<file path="src/rtl/vc_pkg.sv">
// Shared definitions for the victim-cache requester and VC control:
// requester state encoding, line geometry and address alignment.
package vc_pkg;

    localparam int VC_S_OFFSET = 5;
    localparam int VC_S_LINE   = 8 * (2 ** VC_S_OFFSET);

    typedef enum logic [2:0] {
        ST_IDLE,
        ST_PROBE,
        ST_PROBE_RESP,
        ST_VWR,
        ST_VWAIT,
        ST_MEM,
        ST_FILL
    } vc_req_state_t;

    // Clears the byte-offset bits so the address names a whole line.
    function automatic logic [31:0] line_align(input logic [31:0] addr, input int s_offset);
        logic [31:0] mask;
        mask = (32'd1 << s_offset) - 32'd1;
        return addr & ~mask;
    endfunction

endpackage

</file>
<file path="src/rtl/vc_wr_watchdog.sv">
// Cycle counter bounding the wait for a VC write acknowledge.
// Counts while enabled, stops at TIMEOUT and reports expiry there.
module vc_wr_watchdog #(
    parameter int TIMEOUT = 64
) (
    input  logic clk,
    input  logic rst,
    input  logic clear,
    input  logic enable,
    output logic expired
);

    localparam int W = $clog2(TIMEOUT + 1);

    logic [W-1:0] cnt_q;

    assign expired = (cnt_q == W'(TIMEOUT));

    always_ff @(posedge clk) begin
        if (rst || clear) begin
            cnt_q <= '0;
        end else if (enable && !expired) begin
            cnt_q <= cnt_q + W'(1);
        end
    end

endmodule

</file>
<file path="src/rtl/vc_requester.sv">
// L1-side initiator of the victim-cache protocol: probes the VC on a miss,
// inserts the evicted line, falls back to memory and returns the fill line.
module vc_requester
    import vc_pkg::*;
#(
    parameter int S_OFFSET   = VC_S_OFFSET,
    parameter int S_LINE     = 8 * (2 ** S_OFFSET),
    parameter int WR_TIMEOUT = 64,
    parameter int CNT_W      = 32
) (
    input  logic              clk,
    input  logic              rst,
    input  logic              miss_req,
    output logic              miss_ready,
    input  logic [31:0]       miss_addr,
    input  logic              victim_valid,
    input  logic              victim_dirty,
    input  logic [31:0]       victim_addr,
    input  logic [S_LINE-1:0] victim_line,
    output logic              fill_valid,
    output logic [S_LINE-1:0] fill_line,
    output logic              fill_from_vc,
    output logic              vc_read,
    output logic              vc_write,
    output logic [31:0]       vc_address,
    output logic [S_LINE-1:0] vc_wdata,
    output logic              vc_wdata_dirty,
    input  logic              vc_rdata_exists,
    input  logic [S_LINE-1:0] vc_rdata,
    output logic              pmem_read,
    output logic [31:0]       pmem_address,
    input  logic [S_LINE-1:0] pmem_rdata,
    input  logic              pmem_resp,
    output logic [CNT_W-1:0]  vc_hits,
    output logic [CNT_W-1:0]  vc_misses,
    output logic              wr_err,
    output vc_req_state_t     dbg_state
);

    // Handshakes: the L1 side is valid/ready (miss_req accepted only while
    // miss_ready); VC requests are single-cycle pulses whose payload stays
    // stable until vc_rdata_exists answers (probe: exactly one cycle later);
    // pmem_read is a level held until the one-cycle pmem_resp.

    vc_req_state_t     state_q, state_d;
    logic [31:0]       miss_addr_q;
    logic              victim_valid_q;
    logic              victim_dirty_q;
    logic [31:0]       victim_addr_q;
    logic [S_LINE-1:0] victim_line_q;
    logic              hit_q;
    logic [S_LINE-1:0] line_q;
    logic [CNT_W-1:0]  hits_q;
    logic [CNT_W-1:0]  misses_q;
    logic              wr_err_q;
    logic              wd_expired;

    vc_wr_watchdog #(
        .TIMEOUT(WR_TIMEOUT)
    ) u_watchdog (
        .clk    (clk),
        .rst    (rst),
        .clear  (state_q != ST_VWAIT),
        .enable (state_q == ST_VWAIT),
        .expired(wd_expired)
    );

    always_ff @(posedge clk) begin
        if (rst) begin
            state_q <= ST_IDLE;
        end else begin
            state_q <= state_d;
        end
    end

    always_comb begin
        state_d = state_q;
        unique case (state_q)
            ST_IDLE:       if (miss_req) state_d = ST_PROBE;
            ST_PROBE:      state_d = ST_PROBE_RESP;
            ST_PROBE_RESP: begin
                if (victim_valid_q)       state_d = ST_VWR;
                else if (vc_rdata_exists) state_d = ST_FILL;
                else                      state_d = ST_MEM;
            end
            ST_VWR:        state_d = ST_VWAIT;
            ST_VWAIT:      if (vc_rdata_exists || wd_expired) state_d = hit_q ? ST_FILL : ST_MEM;
            ST_MEM:        if (pmem_resp) state_d = ST_FILL;
            ST_FILL:       state_d = ST_IDLE;
            default:       state_d = ST_IDLE;
        endcase
    end

    always_ff @(posedge clk) begin
        if (rst) begin
            miss_addr_q    <= '0;
            victim_valid_q <= 1'b0;
            victim_dirty_q <= 1'b0;
            victim_addr_q  <= '0;
            victim_line_q  <= '0;
            hit_q          <= 1'b0;
            line_q         <= '0;
            hits_q         <= '0;
            misses_q       <= '0;
            wr_err_q       <= 1'b0;
        end else begin
            unique case (state_q)
                ST_IDLE: begin
                    if (miss_req) begin
                        miss_addr_q    <= miss_addr;
                        victim_valid_q <= victim_valid;
                        victim_dirty_q <= victim_dirty;
                        victim_addr_q  <= victim_addr;
                        victim_line_q  <= victim_line;
                        hit_q          <= 1'b0;
                    end
                end
                ST_PROBE_RESP: begin
                    if (vc_rdata_exists) begin
                        hit_q  <= 1'b1;
                        line_q <= vc_rdata;
                        if (hits_q != '1) hits_q <= hits_q + CNT_W'(1);
                    end else begin
                        if (misses_q != '1) misses_q <= misses_q + CNT_W'(1);
                    end
                end
                ST_VWAIT: begin
                    // A late ack on the expiry cycle still counts as an ack.
                    if (wd_expired && !vc_rdata_exists) wr_err_q <= 1'b1;
                end
                ST_MEM: begin
                    if (pmem_resp) line_q <= pmem_rdata;
                end
                default: ;
            endcase
        end
    end

    always_comb begin
        miss_ready     = 1'b0;
        vc_read        = 1'b0;
        vc_write       = 1'b0;
        vc_address     = '0;
        vc_wdata       = '0;
        vc_wdata_dirty = 1'b0;
        pmem_read      = 1'b0;
        pmem_address   = '0;
        fill_valid     = 1'b0;
        fill_line      = '0;
        fill_from_vc   = 1'b0;
        unique case (state_q)
            ST_IDLE:  miss_ready = 1'b1;
            ST_PROBE: begin
                vc_read    = 1'b1;
                vc_address = line_align(miss_addr_q, S_OFFSET);
            end
            ST_VWR, ST_VWAIT: begin
                vc_write       = (state_q == ST_VWR);
                vc_address     = line_align(victim_addr_q, S_OFFSET);
                vc_wdata       = victim_line_q;
                vc_wdata_dirty = victim_dirty_q;
            end
            ST_MEM: begin
                pmem_read    = 1'b1;
                pmem_address = line_align(miss_addr_q, S_OFFSET);
            end
            ST_FILL: begin
                fill_valid   = 1'b1;
                fill_line    = line_q;
                fill_from_vc = hit_q;
            end
            default: ;
        endcase
    end

    assign vc_hits   = hits_q;
    assign vc_misses = misses_q;
    assign wr_err    = wr_err_q;
    assign dbg_state = state_q;

endmodule

</file>
<file path="config.mk">
export PLATFORM = sky130hd
export DESIGN_NAME = vc_requester
export DESIGN_NICKNAME = d
export VERILOG_FILES = /design/src/rtl/vc_pkg.sv /design/src/rtl/vc_wr_watchdog.sv /design/src/rtl/vc_requester.sv
export SDC_FILE = /design/constraint.sdc
export NUM_CORES = 2
export LEC_CHECK = 0
export ABC_CLOCK_PERIOD_IN_PS = 6800
export CAP_MARGIN = 20
export CORE_AREA = 2 2 576 578
export DETAILED_ROUTE_END_ITERATION = 10
export DIE_AREA = 0 0 578 580
export GPL_ROUTABILITY_DRIVEN = 0
export GPL_TIMING_DRIVEN = 1
export PLACE_DENSITY = 0.33
export SLEW_MARGIN = 5
export SYNTH_ARGS = -nofsm -noshare
export SYNTH_HDL_FRONTEND = slang
export SYNTH_SLANG_ARGS = --single-unit
</file>
<file path="constraint.sdc">
create_clock -name clk -period 6.8 [get_ports clk]
set_input_delay 1.36 -clock clk [delete_from_list [all_inputs] [get_ports clk]]
set_output_delay 1.36 -clock clk [all_outputs]
set_load 0.01 [all_outputs]
</file>
======== Yosys cells after proc, flatten, opt, wreduce, memory -nomap -nowiden ========
Index checks and enable logic that the tools add are counted.
storage, ports and cells
  ROM bits ................................ 0
  input bits .............................. 839
  logic and storage cells ................. 71
  memories ................................ 0
  bits in latches ......................... 0
  bits in registers ....................... 654
  RAM bits ................................ 0
  output and inout port bits .............. 651
cells by class
  magnitude comparators ................... 0
  eq/ne operators ......................... 14
  add/subtract/negate cells ............... 3
  div/mod/pow operators ................... 0
  multiply operators ...................... 0
  multiplexer cells ....................... 24
  reductions and logical operators ........ 17
  shift-type cells ........................ 0
  bitwise operators ....................... 1
operator list
  cell                     number
  $mux W256                4
  $pmux W256 S2            1
  $add A32 B1 Y32 const B  2
  $ne A32 B32 Y1 const B   2
  $pmux W32 S2             1
  $mux W32                 1
  $pmux W3 S6              1
  $reduce_and A3 Y1        5
  $mux W3                  4
  $eq A3 B3 Y1 const B     3
  $mux W1                  9
  $ne A2 B2 Y1 const B     4
  $add A7 B1 Y7 const B    1
  $eq A7 B7 Y1 const B     1
  $eq A3 B2 Y1 const B     2
  $mux W2                  2
  $reduce_and A2 Y1        2
  $reduce_bool A2 Y1       2
  $eq A3 B1 Y1 const B     1
  $logic_not A3 Y1         1
  $ne A3 B3 Y1 const B     1
  $logic_and A1 B1 Y1      2
  $logic_not A1 Y1         2
  $logic_or A1 B1 Y1       2
  3 further kinds          3

======== Depth between registers and ports, before layout ========
  depth in word-level cells ............... 4
  depth in mapped cells ................... 9
  gate-level depth less buffers ........... 7

======== Hierarchy ========
Synthesis repeated with hierarchy kept, for this count alone.
second synthesis, totals
  cell total of the unflattened synthesis .. 3897
  area total of the unflattened synthesis .. 29174.2 um^2
modules (own cells, without submodules)
  module          cells an instance  times used  seq. area each (um^2)  area an instance (um^2)
  vc_requester    3855               1           12752.2                28822.6
  vc_wr_watchdog  42                 1           140.1                  351.6

======== Worst setup path after synthesis ========
Ideal clock, no wire load.
  path type ............................... reg2out
  start point ............................. register state_q[0], in the netlist dbg_state[0]
  end point ............................... output vc_address[11]
  path buffers ............................ 2
  path slack .............................. 3.385 ns
  data required time ...................... 5.440 ns
  cell stages (with the launch flop) ...... 5
  data arrival time ....................... 2.055 ns
  cells stage by stage .................... dfxtp_1 > clkbuf_1 > nor3b_1 > clkbuf_1 > a22o_1
between the ends
  longest elaborated chain between the ends .. 3
  elaborated cells between the ends (all ways) .. 5
  those cells by class .................... 3 x eq/ne; 1 x mux; 1 x reduce/logical
RTL lines
  item                                                 line                 RTL
  start: declaration                                   vc_requester.sv:45   vc_req_state_t state_q, state_d;
  start signal: assignment                             vc_requester.sv:72   state_q <= state_d;
  $eq A3 B2 Y1 / $eq A3 B3 Y1 (equally long branches)  vc_requester.sv:151  unique case (state_q)
  $reduce_or A2 Y1                                     vc_requester.sv:151
  $pmux W32 S2 (*)                                     vc_requester.sv:151
  end: declaration                                     vc_requester.sv:25   output logic [31:0] vc_address,
Mark *: on every way between the ends. The rest lies on a longest branch, timed or not.

======== Worst setup path in the final report ========
  start point ............................. register state_q[2], in the netlist dbg_state[2]
  end point ............................... output vc_wdata[116]
between the ends
  longest elaborated chain between the ends .. 3
  elaborated cells between the ends (all ways) .. 4
  those cells by class .................... 2 x eq/ne; 1 x mux; 1 x reduce/logical
RTL lines
  item                                                 line                 RTL
  $eq A3 B2 Y1 / $eq A3 B3 Y1 (equally long branches)  vc_requester.sv:151
  $reduce_or A2 Y1 (*)                                 vc_requester.sv:151
  $mux W256 (*)                                        vc_requester.sv:151
  end: declaration                                     vc_requester.sv:26   output logic [S_LINE-1:0] vc_wdata,
Marked as above.

==> results.toml <==
[grt]
via_count_of_the_first_global_routing_pass = 33448
global_route.usage.met1_pct = 14.6
antenna_found_initial = 192
grt.overflow.total = 0
grtUsageTotal_pct = 13.7
grt_most_used_layer = "met2"
grt_start_max_net_pins = 193
global_route_wire_length_before_repair_microns = 314000
use_met2_pct = 25.3
met3_usage_pct = 4.97

[timing]
timing_hold_violations_final = 0
fmax_mhz = 190
worst_pin_slew_ps = 1540
grt_setup_unrepaired = "no"
layout_worst_path_cycle_share_pct = 77.3
fin_worst_hold_slack_ps = 449
clock-skew-final_ps = 82.1
max-slew-margin-rel_pct = -2.51
final.setup.worst_slack_ps = 1540
setup_violations = 0
tns_ps = 0
finalMaxSlewViolations = 56
finalWorstPathRequiredPeriod_ps = 5260

[placement]
preCtsSetupSlack_ps = 2270
port_buffers = 1469
placed_cells_incl_taps = 9449
dp.final_hpwl_microns = 193000
placed_cell_area_sq_um = 48700

[clock_network]
htreeDepth = 3
cts_root_buf = "sky130_fd_sc_hd__clkbuf_16"
clk_latency_ps = 830
tritoncts = "built"
cts-buffers-inserted = 101
cts.repair_timing.setup_buffer_count = 0
clock_tree.buffer_depth = 4
post_cts_gate_resize_count = 0
holdBufCountCts = 0
cts.clk_slew.worst_paths_ps = 60
clock-sinks = 644

[synth]
warnings_from_yosys = 0
synthesis.instances = 3900
synth.avg_cell_area_sq_um = 7.50
synth_enable_flop_cells = 0
synth_top_flop_cell = "sky130_fd_sc_hd__dfxtp_1"
synth_async_sr_flop_share_pct = 0
synth_area_sq_um = 29300
ys_seq_elements = 644
ys_seq_area_share_pct = 44.1
post_synth_num_cell_types = 60

[detailed_routing]
dr.first_iter.drc_count = 1659
route.final.wire_length_microns = 240000
viasPerCell = 3.45
drt_pass1_iterations = 5
drt.antenna.violating_nets = 0
drc = 0
via_count = 33384
avgRoutedWirePerCell_microns = 24.8

[die]
die-width_microns = 578
number_of_top_level_design_ports = 1490
floorplan.die.height_microns = 580
num_rows = 211
core-area_sq_um = 329000
floorplan.die_area_sq_um = 335000
start_util_pct = 8.89

[layout]
final_cell_count_without_fillers = 9664
area_growth_pct = 78.7
finish.instance_area_sq_um = 52300
final_net_count = 6029
post_route_cells_drive_above_1_share_pct = 4.54

[critical_path]
cp_max_fo = 81
arrival_ps = 3900
setup.worst_path.start = "dbg_state[2]"
timing.reg2reg.worst_path_depth = 7
regToRegStartpoint = "dbg_state[2]"
worstSetupEndpointType = "output port"
critical_path_required_ps = 5440
path_class = "flop to output port"
critical_path.startpoint_type = "flop"
critical_path.reg2reg.endpoint = "line_q[190]"
ff2ff_setup_slack_ps = 2860

[worst_hold_path]
class_of_the_tightest_hold_or_removal_check = "flop to flop"
min_delay_worst_endpoint = "victim_line_q[127]"
min_delay_path_depth = 2
hold_path.startpoint = "victim_line_q[127]"

[run_status]
run_status = "finished with violations"
failed_checks = "max-slew violations"

[pwr]
leakagePower_nw = 17.4
power.density_cell_area_nw_per_um2 = 226
power.ir.vdd_worst_uv = 170

[run]
maxCapViolCount = 0
==> how the worst max path moves through the flow <==
stage | end | slack [ps] | cells after the start
floorplan | vc_address[11] | 3390 | 4
global placement | vc_wdata[116] | 2300 | 5
detailed placement | vc_wdata[116] | 2270 | 5
CTS | vc_wdata[116] | 1300 | 5
global route | vc_wdata[116] | 1260 | 5
finish | vc_wdata[116] | 1540 | 5
==> per-layer routing <==
metal,wire (microns),share of wire (%),vias to the layer above
met5,93,0.039,-
met4,6210,2.6,14
met3,21000,8.8,462
met2,123000,51,1484
met1,90200,38,15801
li1,-,-,15623
==> through the flow <==
stage               util, %  total power, mW
floorplan                 -             5.14
global placement       14.8             6.34
detailed placement     14.8             6.34
CTS                    15.9             12.2
global route           15.9             12.4
finish                 15.9             11.8
==> synth_stat cells (20+ instances only) <==
cell type,number,area [sq um]
sky130_fd_sc_hd__dfxtp_1,644,12900
sky130_fd_sc_hd__clkbuf_1,315,1180
sky130_fd_sc_hd__nor2_1,308,1160
sky130_fd_sc_hd__o21ai_0,27,135
sky130_fd_sc_hd__nand2_1,1167,4380
sky130_fd_sc_hd__a22o_1,27,236
sky130_fd_sc_hd__nand4_1,20,125
sky130_fd_sc_hd__a21oi_1,349,1750
sky130_fd_sc_hd__nand3_1,26,130
sky130_fd_sc_hd__a311oi_1,256,2240
sky130_fd_sc_hd__or3_1,21,131
sky130_fd_sc_hd__and2_1,544,3400
==> layout by cell type (no fill, tap or decap), types with 35 or more instances in the layout <==
cell,synthesis,layout
sky130_fd_sc_hd__dfxtp_1,644,644
sky130_fd_sc_hd__a21oi_1,349,349
sky130_fd_sc_hd__nand2_1,1167,1165
sky130_fd_sc_hd__nor2_1,308,307
sky130_fd_sc_hd__a311oi_1,256,256
sky130_fd_sc_hd__and2_1,544,543
sky130_fd_sc_hd__clkbuf_16,0,101
sky130_fd_sc_hd__diode_2,0,35
sky130_fd_sc_hd__clkdlybuf4s50_1,0,1468
==> state kept, by name, summed over array words and instances, names as in the netlist, 3 cells and up <==
name / flops
line_q: 256
vc_hits: 32
miss_addr_q: 27
victim_line_q: 256
u_watchdog.cnt_q: 7
dbg_state: 3
victim_addr_q: 27
vc_misses: 32
==> where the power goes <==
| part | internal, mW | leakage, nW | switching (mW) | total (mW) |
|---|---|---|---|---|
| sequential | 4.08 | 5.24 | 0.220 | 4.30 |
| clock | 3.39 | 1.72 | 2.22 | 5.61 |
| combinational | 0.843 | 10.5 | 1.06 | 1.90 |
==> critical path: stages, from the launching register on <==
cell and delay, ps:
sky130_fd_sc_hd__dfxtp_1 790, sky130_fd_sc_hd__nand2b_1 220, sky130_fd_sc_hd__o22ai_4 680, sky130_fd_sc_hd__buf_12 340
sky130_fd_sc_hd__and2_1 290, sky130_fd_sc_hd__clkdlybuf4s50_1 620
==> logic make-up (layout without fill, tap and decap cells) <==
| group | after synthesis | after routing | share of synthesized area, % |
|---|---|---|---|
| XOR/XNOR | 25 | 25 | 0.749 |
| adder cells (fa/ha/maj) | 4 | 4 | 0.171 |
| multiplexers | 8 | 8 | 0.291 |
| other | 1 | 45 | 0.0128 |
| AO/OA/AOI/OAI | 695 | 695 | 15.9 |
| AND/OR/NAND/NOR | 2168 | 2168 | 34.0 |
| flip-flops | 644 | 644 | 44.1 |
| buffers and inverters | 355 | 1709 | 4.80 |
==> cell type report <==
| class | instances | area [sq um] |
|---|---|---|
| fillers | 37496 | 277000 |
| repair buffers | 1515 | 15300 |
| multi-input cells | 2910 | 15000 |
| flip-flops and latches | 644 | 12900 |
| well taps | 4366 | 5460 |
| clock buffers | 145 | 2990 |
| clock inverters | 35 | 487 |
| diodes | 35 | 87.6 |
| inverters | 14 | 60.1 |
Note: power is estimated with default switching activity, not from simulation.
